File: config.mk
export PLATFORM = sky130hd
export DESIGN_NAME = pipeline_hazard_ctrl
export DESIGN_NICKNAME = d
export VERILOG_FILES = /design/src/rtl/pipeline_hazard_ctrl.sv
export SDC_FILE = /design/constraint.sdc
export NUM_CORES = 1
export LEC_CHECK = 0
export CORE_ASPECT_RATIO = 1.2
export CORE_MARGIN = 2
export CORE_UTILIZATION = 45
export DETAILED_ROUTE_END_ITERATION = 12
export MAX_ROUTING_LAYER = met4
export PLACE_DENSITY = 0.82
export SETUP_SLACK_MARGIN = 0.4
export SLEW_MARGIN = 15
export SYNTH_ARGS = -nofsm -noshare
export SYNTH_HDL_FRONTEND = slang
export SYNTH_SLANG_ARGS = --single-unit
File: constraint.sdc
create_clock -name clk -period 2.6 [get_ports clk]
set_input_delay 0.52 -clock clk [delete_from_list [all_inputs] [get_ports clk]]
set_output_delay 0.52 -clock clk [all_outputs]
set_load 0.02 [all_outputs]
File: src/rtl/pipeline_hazard_ctrl.sv
// Hazard control for a 5-stage pipeline: load-use stalls, branch flushes and
// memory-wait stalls with a timeout that raises a one-cycle mem_err.
module pipeline_hazard_ctrl #(
    parameter int unsigned TIMEOUT = 255
) (
    input  logic        clk,
    input  logic        rst_n,
    input  logic [4:0]  rdata1D,
    input  logic [4:0]  rdata2D,
    input  logic [4:0]  waddrE,
    input  logic        reg_wrE,
    input  logic [1:0]  wb_selE,
    input  logic        pc_srcE,
    input  logic        dmem_req,
    input  logic        dmem_ack,
    output logic        stallF,
    output logic        stallD,
    output logic        stallE,
    output logic        stallM,
    output logic        flushD,
    output logic        flushE,
    output logic        flushM,
    output logic        flushW,
    output logic        mem_err,
    output logic [15:0] stall_cnt
);

    // state    | meaning
    // RUN      | normal issue; hazards decoded from D/E/M stage inputs
    // MEM_WAIT | data memory outstanding, whole pipe frozen, W bubbled
    // ERR      | one-cycle memory timeout report, front of pipe flushed
    typedef enum logic [1:0] {
        RUN      = 2'b00,
        MEM_WAIT = 2'b01,
        ERR      = 2'b10
    } state_e;

    localparam logic [15:0] TIMEOUT_W = 16'(TIMEOUT);

    state_e      state_q, state_d;
    logic [15:0] wait_cnt_q, wait_cnt_d;
    logic [15:0] stall_cnt_q, stall_cnt_d;
    logic        lw_hazard;
    logic        any_stall;

    // Register x0 never carries a real dependency.
    always_comb begin
        lw_hazard = (wb_selE == 2'b10) && reg_wrE && (waddrE != 5'd0) &&
                    (((waddrE == rdata1D) && (rdata1D != 5'd0)) ||
                     ((waddrE == rdata2D) && (rdata2D != 5'd0)));
    end

    always_comb begin
        state_d    = state_q;
        wait_cnt_d = wait_cnt_q;
        stallF     = 1'b0;
        stallD     = 1'b0;
        stallE     = 1'b0;
        stallM     = 1'b0;
        flushD     = 1'b0;
        flushE     = 1'b0;
        flushM     = 1'b0;
        flushW     = 1'b0;
        mem_err    = 1'b0;
        case (state_q)
            RUN: begin
                if (dmem_req && !dmem_ack) begin
                    stallF     = 1'b1;
                    stallD     = 1'b1;
                    stallE     = 1'b1;
                    stallM     = 1'b1;
                    flushW     = 1'b1;
                    state_d    = MEM_WAIT;
                    wait_cnt_d = 16'd1;
                end else if (pc_srcE) begin
                    flushD = 1'b1;
                    flushE = 1'b1;
                end else if (lw_hazard) begin
                    stallF = 1'b1;
                    stallD = 1'b1;
                    flushE = 1'b1;
                end
            end
            MEM_WAIT: begin
                stallF = 1'b1;
                stallD = 1'b1;
                stallE = 1'b1;
                stallM = 1'b1;
                flushW = 1'b1;
                // A late ack still wins over the timeout in the same cycle.
                if (dmem_ack) begin
                    state_d    = RUN;
                    wait_cnt_d = 16'd0;
                end else if (wait_cnt_q >= TIMEOUT_W) begin
                    state_d    = ERR;
                    wait_cnt_d = 16'd0;
                end else begin
                    wait_cnt_d = wait_cnt_q + 16'd1;
                end
            end
            ERR: begin
                mem_err = 1'b1;
                flushD  = 1'b1;
                flushE  = 1'b1;
                flushM  = 1'b1;
                flushW  = 1'b1;
                state_d = RUN;
            end
            default: begin
                state_d    = RUN;
                wait_cnt_d = 16'd0;
            end
        endcase
    end

    always_comb begin
        any_stall   = stallF | stallD | stallE | stallM;
        stall_cnt_d = stall_cnt_q;
        if (any_stall && (stall_cnt_q != 16'hFFFF))
            stall_cnt_d = stall_cnt_q + 16'd1;
    end

    always_ff @(posedge clk or negedge rst_n) begin
        if (!rst_n) begin
            state_q     <= RUN;
            wait_cnt_q  <= 16'd0;
            stall_cnt_q <= 16'd0;
        end else begin
            state_q     <= state_d;
            wait_cnt_q  <= wait_cnt_d;
            stall_cnt_q <= stall_cnt_d;
        end
    end

    assign stall_cnt = stall_cnt_q;

endmodule

==> impl_results.md, run 1 <==
* Mapped Cells at 209
* Top FF cell, synth: dfrtp_1
* Drt drc at 0
* CTS clk-pin slew, worst paths at 70 ps
* Vias at 1769
* RePlAce Congestion at 0.906
* YS warnings at 0
* Worst-Margin Slew at 431 ps
* # diodes at 0
* Max-cap viol count at 0
* DP Worst Slack at -383 ps
* Drt first pass iters at 4
* Critical path startpoint category: input port
* Hpwl dp at 3310 um
* Int Pwr at 0.00134 W
* Syn_nets at 238
* NetSw at 0.000914 W
* Starting Density at 46.4%
* Die area at 0.00491 mm2
* Final Cell Area at 0.00273 mm2
* Max stage delay on crit path at 410 ps
* Yosys reg bits at 34
* Worst path slowest cell: or4_4
* Crit path time final at 2220 ps
* Peak VDD IR at 0.000709 V
* Vias per cell at 5.33
* Synth Area per Inst at 9.39 um2
* Largest net degree at the start of global routing at 35
* GRT Total Usage at 20.4%
* CTS Buf Count at 5
* Layout area overhead at 39.1%
* Post-synth cell types at 37
* Hold_ws at 499 ps
* Outcome: complete, no violations
* Clk_skew at 7.10 ps
* Core area at 0.00423 mm2
* CTS tree: done
* Initial antenna violation count at 0
* Share of cells above drive strength 1 at 26.8%
* Slew HR at 71.3%
* Final slew viol count at 0
* Period utilization at 85.3%
* Switching part of the total at 40.6%
* Number of global-route vias before repair at 1762
* Setup repair after global routing missed its margin: yes
* Critical-path cell list: clkdlybuf4s15_2, or4_4, a21oi_2, o22ai_2, nand2_2, o21bai_1, buf_4
* EDFF count, synth at 0
* Worst setup EP type: output port
* Reg2Reg Setup Slack at 530 ps
* Most frequent cells in the layout: 34 x dfrtp_1, 21 x clkdlybuf4s50_1, 20 x nor2_1, 20 x buf_4, 14 x xor2_1
* WP data required at 2080 ps
* Placed Area at 0.00259 mm2
* Critical path data arrival time at 1700 ps
* Setup ws final at 383 ps
* Clock share of power at 15.8%
* DRT Wirelength at 4590 um
* Worst Hold Class: reg -> reg
* Most common cell after layout, fill and taps aside: dfrtp_1
* Initial DRC count at 60
* # hold bufs at CTS at 0
* Peak fanout along the critical path at 2
* Setup CP Type: in -> out
* CTS Buffer Depth at 2
* Buffers on Ports at 47
* Comb power frac at 53.0%
* Fin util at 64.5%
* Total power per unit cell area at 825 mW/mm2
* Root Buffer: clkbuf_8
* Final Hold Vio Count at 0
* I/O pins at 48
* Worst-Skew Late Latency at 280 ps
* Sequential Power Share at 31.2%
* Final ANT Viol Nets at 0
* Total grt overflow at 0
* Die H at 76.3 um
* Setup tns final at 0 ps
* Delay-heaviest family, CP: simple AND/OR/NAND/NOR gates
* Wire per inst at 13.8 um
* H-tree Lvls at 2
* Pleak at 1.28 nW
* Clock sinks at 34
* Sequential area share after synthesis at 43.4%
* Max Freq at 451 MHz
* Final setup fails at 0
* NumNets Final at 305
* Ys async rst share at 100%
* Die width at 64.3 um
* Post-synthesis instance area at 0.00196 mm2
* Row count at 26
* First-pass GRT wire length at 7770 um
* Crit path buf inv count at 2
repair_timing:
item | in CTS | in global routing
setup buffers | 1 | 1
gates resized for setup | 87 | 11
pin swaps | 14 | 10
setup endpoints to repair | 23 | 14
final cells by class:
type,instances,area (um2)
clock buffer,7,76.3
sequential,34,851
inverter,6,22.5
tap,56,70.1
timing repair buffer,67,588
multi-input combinational,162,1120
fill,362,1500
stage by stage:
step	cells	total power, W
3_3_place_gp	323	0.00184
5_1_grt	332	0.00241
4_1_cts	331	0.00222
3_5_place_dp	323	0.00187
6_report	332	0.00225
2_1_floorplan	209	0.00140
kinds of logic (layout without fill, tap and decap cells):
family          after synthesis  count (layout)  synth area share [%]
simple gates                 98              98                  26.8
flops                        34              34                  43.4
compound gates               33              33                  11.2
xor+xnor                     24              24                  10.7
buf+inv                      13              80                  3.51
fa+ha+maj                     6               6                  3.83
mux                           1               1                 0.574
registers in the layout, summed over array words and instances, names as in the netlist:
register and count:
state_q 2, wait_cnt_q 16, stall_cnt 16
metal layers:
| metal | vias to the layer above | part of all wire [%] | track usage (%) |
|---|---|---|---|
| met5 | - | 0 | - |
| met2 | 53 | 50 | 34.6 |
| met3 | 8 | 5.4 | 4.58 |
| met1 | 843 | 43 | 23.4 |
| li1 | 865 | - | - |
| met4 | 0 | 1.9 | 7.66 |
worst paths after layout:
| kind | startpoint | endpoint | depth (start not counted) |
|---|---|---|---|
| worst min register to register | stall_cnt[15]$_DFFE_PN0P_ | stall_cnt[15]$_DFFE_PN0P_ | 1 |
| worst max register to register | stall_cnt[0]$_DFFE_PN0P_ | stall_cnt[9]$_DFFE_PN0P_ | 8 |
| min in group asynchronous | rst_n | stall_cnt[8]$_DFFE_PN0P_ | 2 |
| max in group asynchronous | rst_n | wait_cnt_q[9]$_DFFE_PN0P_ | 2 |
| worst min-delay path | stall_cnt[15]$_DFFE_PN0P_ | stall_cnt[15]$_DFFE_PN0P_ | 1 |
| worst max-delay path | rdata2D[3] | flushE | 7 |
cell usage after synthesis, types with 2 or more instances:
cell type | n | area, um2
clkbuf_1 | 2 | 7.51
ha_1 | 6 | 75.1
a21oi_1 | 10 | 50.1
nor4_1 | 4 | 25.0
buf_4 | 3 | 22.5
nand2b_1 | 6 | 37.5
nand4_1 | 10 | 62.6
a21oi_2 | 2 | 17.5
nand3_1 | 10 | 50.1
and4_1 | 3 | 26.3
nor2b_1 | 6 | 37.5
and3_1 | 5 | 31.3
nor2_1 | 20 | 75.1
xnor2_1 | 10 | 87.6
and2_1 | 4 | 25.0
nand2_1 | 13 | 48.8
nor3_1 | 4 | 20.0
xor2_1 | 14 | 123
dfrtp_1 | 34 | 851
o31ai_1 | 4 | 30.0
o21ai_0 | 8 | 40.0
inv_1 | 6 | 22.5
nor2_2 | 9 | 56.3
or4_1 | 2 | 15.0
a31o_2 | 2 | 17.5
power groups by stage:
stage	logic [W]	registers [W]	clock network (W)
floorplan	0.000655	0.000744	0
global placement	0.00113	0.000707	0
detailed placement	0.00116	0.000710	0
CTS	0.00115	0.000701	0.000366
global route	0.00131	0.000714	0.000392
finish	0.00119	0.000702	0.000355
(Power assumes the default switching activity.)
==> inputs of run 2 (changes only) <==
--- a/config.mk
+++ b/config.mk
@@ -5,6 +5,7 @@
 export SDC_FILE = /design/constraint.sdc
 export NUM_CORES = 1
 export LEC_CHECK = 0
+export CAP_MARGIN = 20
 export CORE_ASPECT_RATIO = 1.2
 export CORE_MARGIN = 2
 export CORE_UTILIZATION = 45
==> constraint.sdc (replaced) <==
create_clock -name clk -period 2.6 [get_ports clk]
set_input_delay 0.39 -clock clk [delete_from_list [all_inputs] [get_ports clk]]
set_output_delay 0.39 -clock clk [all_outputs]
set_load 0.02 [all_outputs]
==> impl_results.md, run 2 (synthesis results as in run 1) <==
* I/O pins at 48
* Wire per inst at 13.8 um
* Pleak at 1.30 nW
* Hpwl dp at 3280 um
* CTS Buf Count at 5
* Final ANT Viol Nets at 0
* Peak fanout along the critical path at 2
* Setup ws final at 469 ps
* Switching part of the total at 40.0%
* NumNets Final at 301
* Vias at 1756
* GRT Total Usage at 19.8%
* Starting Density at 46.4%
* Worst setup EP type: output port
* Crit path buf inv count at 2
* Worst-Margin Slew at 418 ps
* Initial DRC count at 58
* Final Hold Vio Count at 0
* Total power per unit cell area at 831 mW/mm2
* Max Freq at 469 MHz
* RePlAce Congestion at 0.878
* Setup tns final at 0 ps
* CTS Buffer Depth at 2
* R2R Path Start: stall_cnt[1]$_DFFE_PN0P_
* Int Pwr at 0.00136 W
* # hold bufs at CTS at 0
* Drt drc at 0
* H-tree Lvls at 2
* Placed Area at 0.00255 mm2
* Vias per cell at 5.34
* Share of cells above drive strength 1 at 20.1%
* Sequential Power Share at 31.2%
* Total grt overflow at 0
* Most frequent cells in the layout: 33 x dfrtp_1, 25 x clkdlybuf4s50_1, 20 x nor2_1
* Initial antenna violation count at 0
* Delay-heaviest family, CP: simple AND/OR/NAND/NOR gates
* # diodes at 0
* Layout area overhead at 39.1%
* Clock share of power at 19.9%
* Clock sinks at 34
* Peak VDD IR at 0.000584 V
* WP data required at 2210 ps
* DRT Wirelength at 4540 um
* Setup CP Type: in -> out
* Final setup fails at 0
* Hold_ws at 502 ps
* Core area at 0.00423 mm2
* CTS clk-pin slew, worst paths at 70 ps
* R2R Path End: stall_cnt[9]$_DFFE_PN0P_
* Setup repair after global routing missed its margin: no
* Max stage delay on crit path at 530 ps
* Crit path time final at 2130 ps
* Drt first pass iters at 4
* FF-to-FF path depth at 8
* Tot Pwr at 0.00227 W
* Die H at 76.3 um
* Most common cell after layout, fill and taps aside: dfrtp_1
* Outcome: complete, no violations
* First-pass GRT wire length at 7490 um
* Reg2Reg Setup Slack at 530 ps
* Clk_skew at 8.20 ps
* Worst-Skew Late Latency at 290 ps
* NetSw at 0.000906 W
* Final Cell Area at 0.00273 mm2
* Die area at 0.00491 mm2
* Final slew viol count at 0
* Critical path data arrival time at 1740 ps
* Slew HR at 72.1%
* Max-cap viol count at 0
* Largest net degree at the start of global routing at 35
* Fill count at 367
* Root Buffer: clkbuf_8
* CTS tree: done
* Number of global-route vias before repair at 1713
* Comb power frac at 48.9%
* Die width at 64.3 um
* Worst path slowest cell: or4_4
* Row count at 26
* Period utilization at 81.9%
* Critical path startpoint category: input port
* Critical-path cell list: dlygate4sd2_1, or4_4, a21oi_2, o22ai_2, nand2_2, o21bai_1, buf_4
* Buffers on Ports at 47
* DP Worst Slack at -162 ps
* Worst Hold Class: in -> async
## run 2: area by class of cell
cell class / instances / area (um2) / share of cell area, %
inverters: 6 / 22.5 / 0.825
multi-input cells: 162 / 1100 / 40.3
well taps: 56 / 70.1 / 2.57
repair buffers: 63 / 574 / 21.0
flip-flops and latches: 34 / 852 / 31.2
clock buffers: 8 / 110 / 4.03
## run 2: worst max path at each step
stage | from | endpoint | slack (ps) | cells past startpoint
floorplan | state_q[0]$_DFFE_PN0P_ | stallF | 450 | 6
CTS | waddrE[4] | stall_cnt[15]$_DFFE_PN0P_ | 400 | 9
finish | rdata2D[0] | flushE | 470 | 7
detailed placement | rdata2D[1] | stallD | -160 | 8
global placement | rdata2D[0] | stallD | -140 | 7
global route | stall_cnt[1]$_DFFE_PN0P_ | stall_cnt[9]$_DFFE_PN0P_ | 410 | 8
## run 2: per-stage QoR
step / cells / utilization [%]
after CTS: 326 / 63.4
after detailed placement: 318 / 60.4
after global routing: 329 / 64.5
final: 329 / 64.5
after global placement: 318 / 60.4
after floorplan: 209 / -
## run 2: timing repair
item,4_1_cts,5_1_grt
endpoints found under the setup margin,20,21
gates resized for setup,44,8
pin swaps,5,2
setup buffers,0,3
## run 2: worst reg2reg max path: stages, from the launching register on
cell,delay [ps]
dfrtp_1,440
ha_1,240
nand4_1,220
nor4_4,270
nor3b_2,110
a21oi_4,270
buf_4,190
nor3_1,60
xor2_1,150
## run 2: metal layers
layer | vias to the layer above | global-route usage, % | part of all wire, %
li1 | 854 | - | -
met5 | - | - | 0
met4 | 0 | 7.66 | 1.5
met2 | 47 | 32.5 | 51
met3 | 5 | 4.58 | 4.8
met1 | 850 | 23.3 | 42
## run 2: power groups by stage
stage / logic [W] / clock network, W / registers, W
2_1_floorplan: 0.000642 / 0 / 0.000744
3_3_place_gp: 0.00107 / 0 / 0.000707
3_5_place_dp: 0.00109 / 0 / 0.000712
4_1_cts: 0.00110 / 0.000456 / 0.000705
5_1_grt: 0.00121 / 0.000485 / 0.000720
6_report: 0.00111 / 0.000450 / 0.000707
==> inputs of run 3 (changes only) <==
==> constraint.sdc (replaced) <==
create_clock -name clk -period 2 [get_ports clk]
set_input_delay 0.3 -clock clk [delete_from_list [all_inputs] [get_ports clk]]
set_output_delay 0.3 -clock clk [all_outputs]
set_load 0.02 [all_outputs]
==> impl_results.md, run 3 (synthesis results as in run 1) <==
* R2R Path End: wait_cnt_q[3]$_DFFE_PN0P_
* Crit path time final at 1890 ps
* Buffers on Ports at 47
* Final slew viol count at 0
* Drt first pass iters at 4
* Final Hold Vio Count at 0
* Hold_ws at 409 ps
* Most common cell after layout, fill and taps aside: buf_4
* Crit-path most repeated cell: buf_6
* Setup CP Type: reg -> out
* I/O pins at 48
* Critical-path cell list: inv_2, buf_6, ha_4, a31o_4, o21bai_4, buf_6
* Max-cap viol count at 0
* Crit path buf inv count at 3
* Max Freq at 529 MHz
* Worst path slowest cell: dfrtp_1
* Vias per cell at 5.52
* NumNets Final at 341
* Die width at 64.3 um
* Final ANT Viol Nets at 0
* Fill count at 242
* Worst-Skew Late Latency at 300 ps
* Reg2Reg Setup Slack at 110 ps
* Non-Filler Instances at 369
* First-pass GRT wire length at 9040 um
* Delay-heaviest family, CP: flip-flops
* Total power per unit cell area at 1200 mW/mm2
* Setup repair after global routing missed its margin: yes
* # diodes at 0
* R2R Path Start: state_q[0]$_DFFE_PN0P_
* Number of global-route vias before repair at 1961
* Hpwl dp at 3410 um
* Peak fanout along the critical path at 3
* Layout area overhead at 71.2%
* FF-to-FF path depth at 9
* Clk_skew at 12.5 ps
* CTS tree: done
* Core area at 0.00423 mm2
* GRT Total Usage at 24.0%
* Starting Density at 46.4%
* Wire per inst at 18.0 um
* Largest net degree at the start of global routing at 35
* CTS clk-pin slew, worst paths at 70 ps
* Final setup fails at 0
* WP data required at 1700 ps
* Initial antenna violation count at 0
* Max stage delay on crit path at 430 ps
* # hold bufs at CTS at 0
* Vias at 2036
* CTS Buffer Depth at 2
* H-tree Lvls at 2
* Outcome: complete, no violations
* Root Buffer: clkbuf_8
* Die area at 0.00491 mm2
* Critical path data arrival time at 1590 ps
* Fin util at 79.4%
* Slew HR at 71.5%
* Period utilization at 94.4%
* Most frequent cells in the layout: 46 x buf_4, 28 x dfrtp_1, 21 x buf_6
* RePlAce Congestion at 0.891
* Worst Hold Class: in -> async
* Worst setup EP type: output port
* Critical path startpoint category: register
* Die H at 76.3 um
* Row count at 26
* Pleak at 1.64 nW
* Total grt overflow at 0
* Placed cells at 325
* Peak VDD IR at 0.000790 V
* Setup tns final at 0 ps
* CTS Buf Count at 5
* Share of cells above drive strength 1 at 50.5%
* DRT Wirelength at 6650 um
* Drt drc at 0
* Initial DRC count at 68
* Worst-Margin Slew at 427 ps
* Clock sinks at 34
==> run 3: cell types whose count changed in the layout (fill, tap and decap cells not counted), sizes merged <==
cell / previous run / this run
clkinv: 0 / 1
dlygate4sd2: 16 / 17
clkdlybuf4s50: 25 / 5
buf: 19 / 71
clkbuf: 8 / 7
clkdlybuf4s15: 0 / 7
==> run 3: power by group <==
group          total, W  internal, W  switching (W)
clock network  0.000534     0.000278       0.000256
logic           0.00259      0.00131        0.00129
registers      0.000909     0.000791       0.000118
==> run 3: worst max-delay path by stage <==
| stage | startpoint | to | slack, ps | cells after the start |
|---|---|---|---|---|
| floorplan | rdata1D[0] | stall_cnt[10]$_DFFE_PN0P_ | 210 | 7 |
| global placement | rdata2D[0] | stallD | -530 | 7 |
| detailed placement | rdata2D[0] | flushE | -560 | 7 |
| CTS | stall_cnt[0]$_DFFE_PN0P_ | stall_cnt[5]$_DFFE_PN0P_ | 130 | 8 |
| global route | stall_cnt[8]$_DFFE_PN0P_ | stall_cnt[11]$_DFFE_PN0P_ | 60 | 7 |
| finish | state_q[0]$_DFFE_PN0P_ | flushE | 110 | 6 |
==> run 3: what timing repair did <==
item                       in CTS  in global routing
setup endpoints to repair      52                 40
buffers inserted               13                 23
pin swaps                      22                 27
resized for setup             137                 55
hold endpoints to repair        0                  0
==> run 3: through the flow <==
step	power, W	worst slack, ps	cell area, um2
after detailed placement	0.00256	-561	2690
final	0.00404	111	3360
after global routing	0.00425	64.2	3360
after CTS	0.00341	134	2970
after floorplan	0.00193	214	2060
after global placement	0.00254	-534	2690
==> run 3: final cells by class <==
cell class	count	area, um2	area share, %
inverter	6	25.0	0.745
timing repair buffer	103	915	27.2
clock inverter	1	5.00	0.149
tap	56	70.1	2.09
sequential	34	858	25.5
multi-input combinational	162	1400	41.7
clock buffer	7	86.3	2.57
==> run 3: per-layer routing <==
layer / part of all wire [%] / global-route usage (%) / up-vias
li1: - / - / 935
met1: 40 / 29.5 / 995
met2: 52 / 39.7 / 79
met3: 4.0 / 4.28 / 27
met4: 4.3 / 8.30 / 0
met5: 0 / - / -
==> run 3: worst reg2reg max path, cell delays in order (launching register included) <==
cell      delay [ps]
dfrtp_1          430
inv_2             80
ha_4             200
buf_6            120
buf_6            110
a21oi_4          170
buf_6            140
buf_4            110
nand2b_4          70
o31ai_1          310
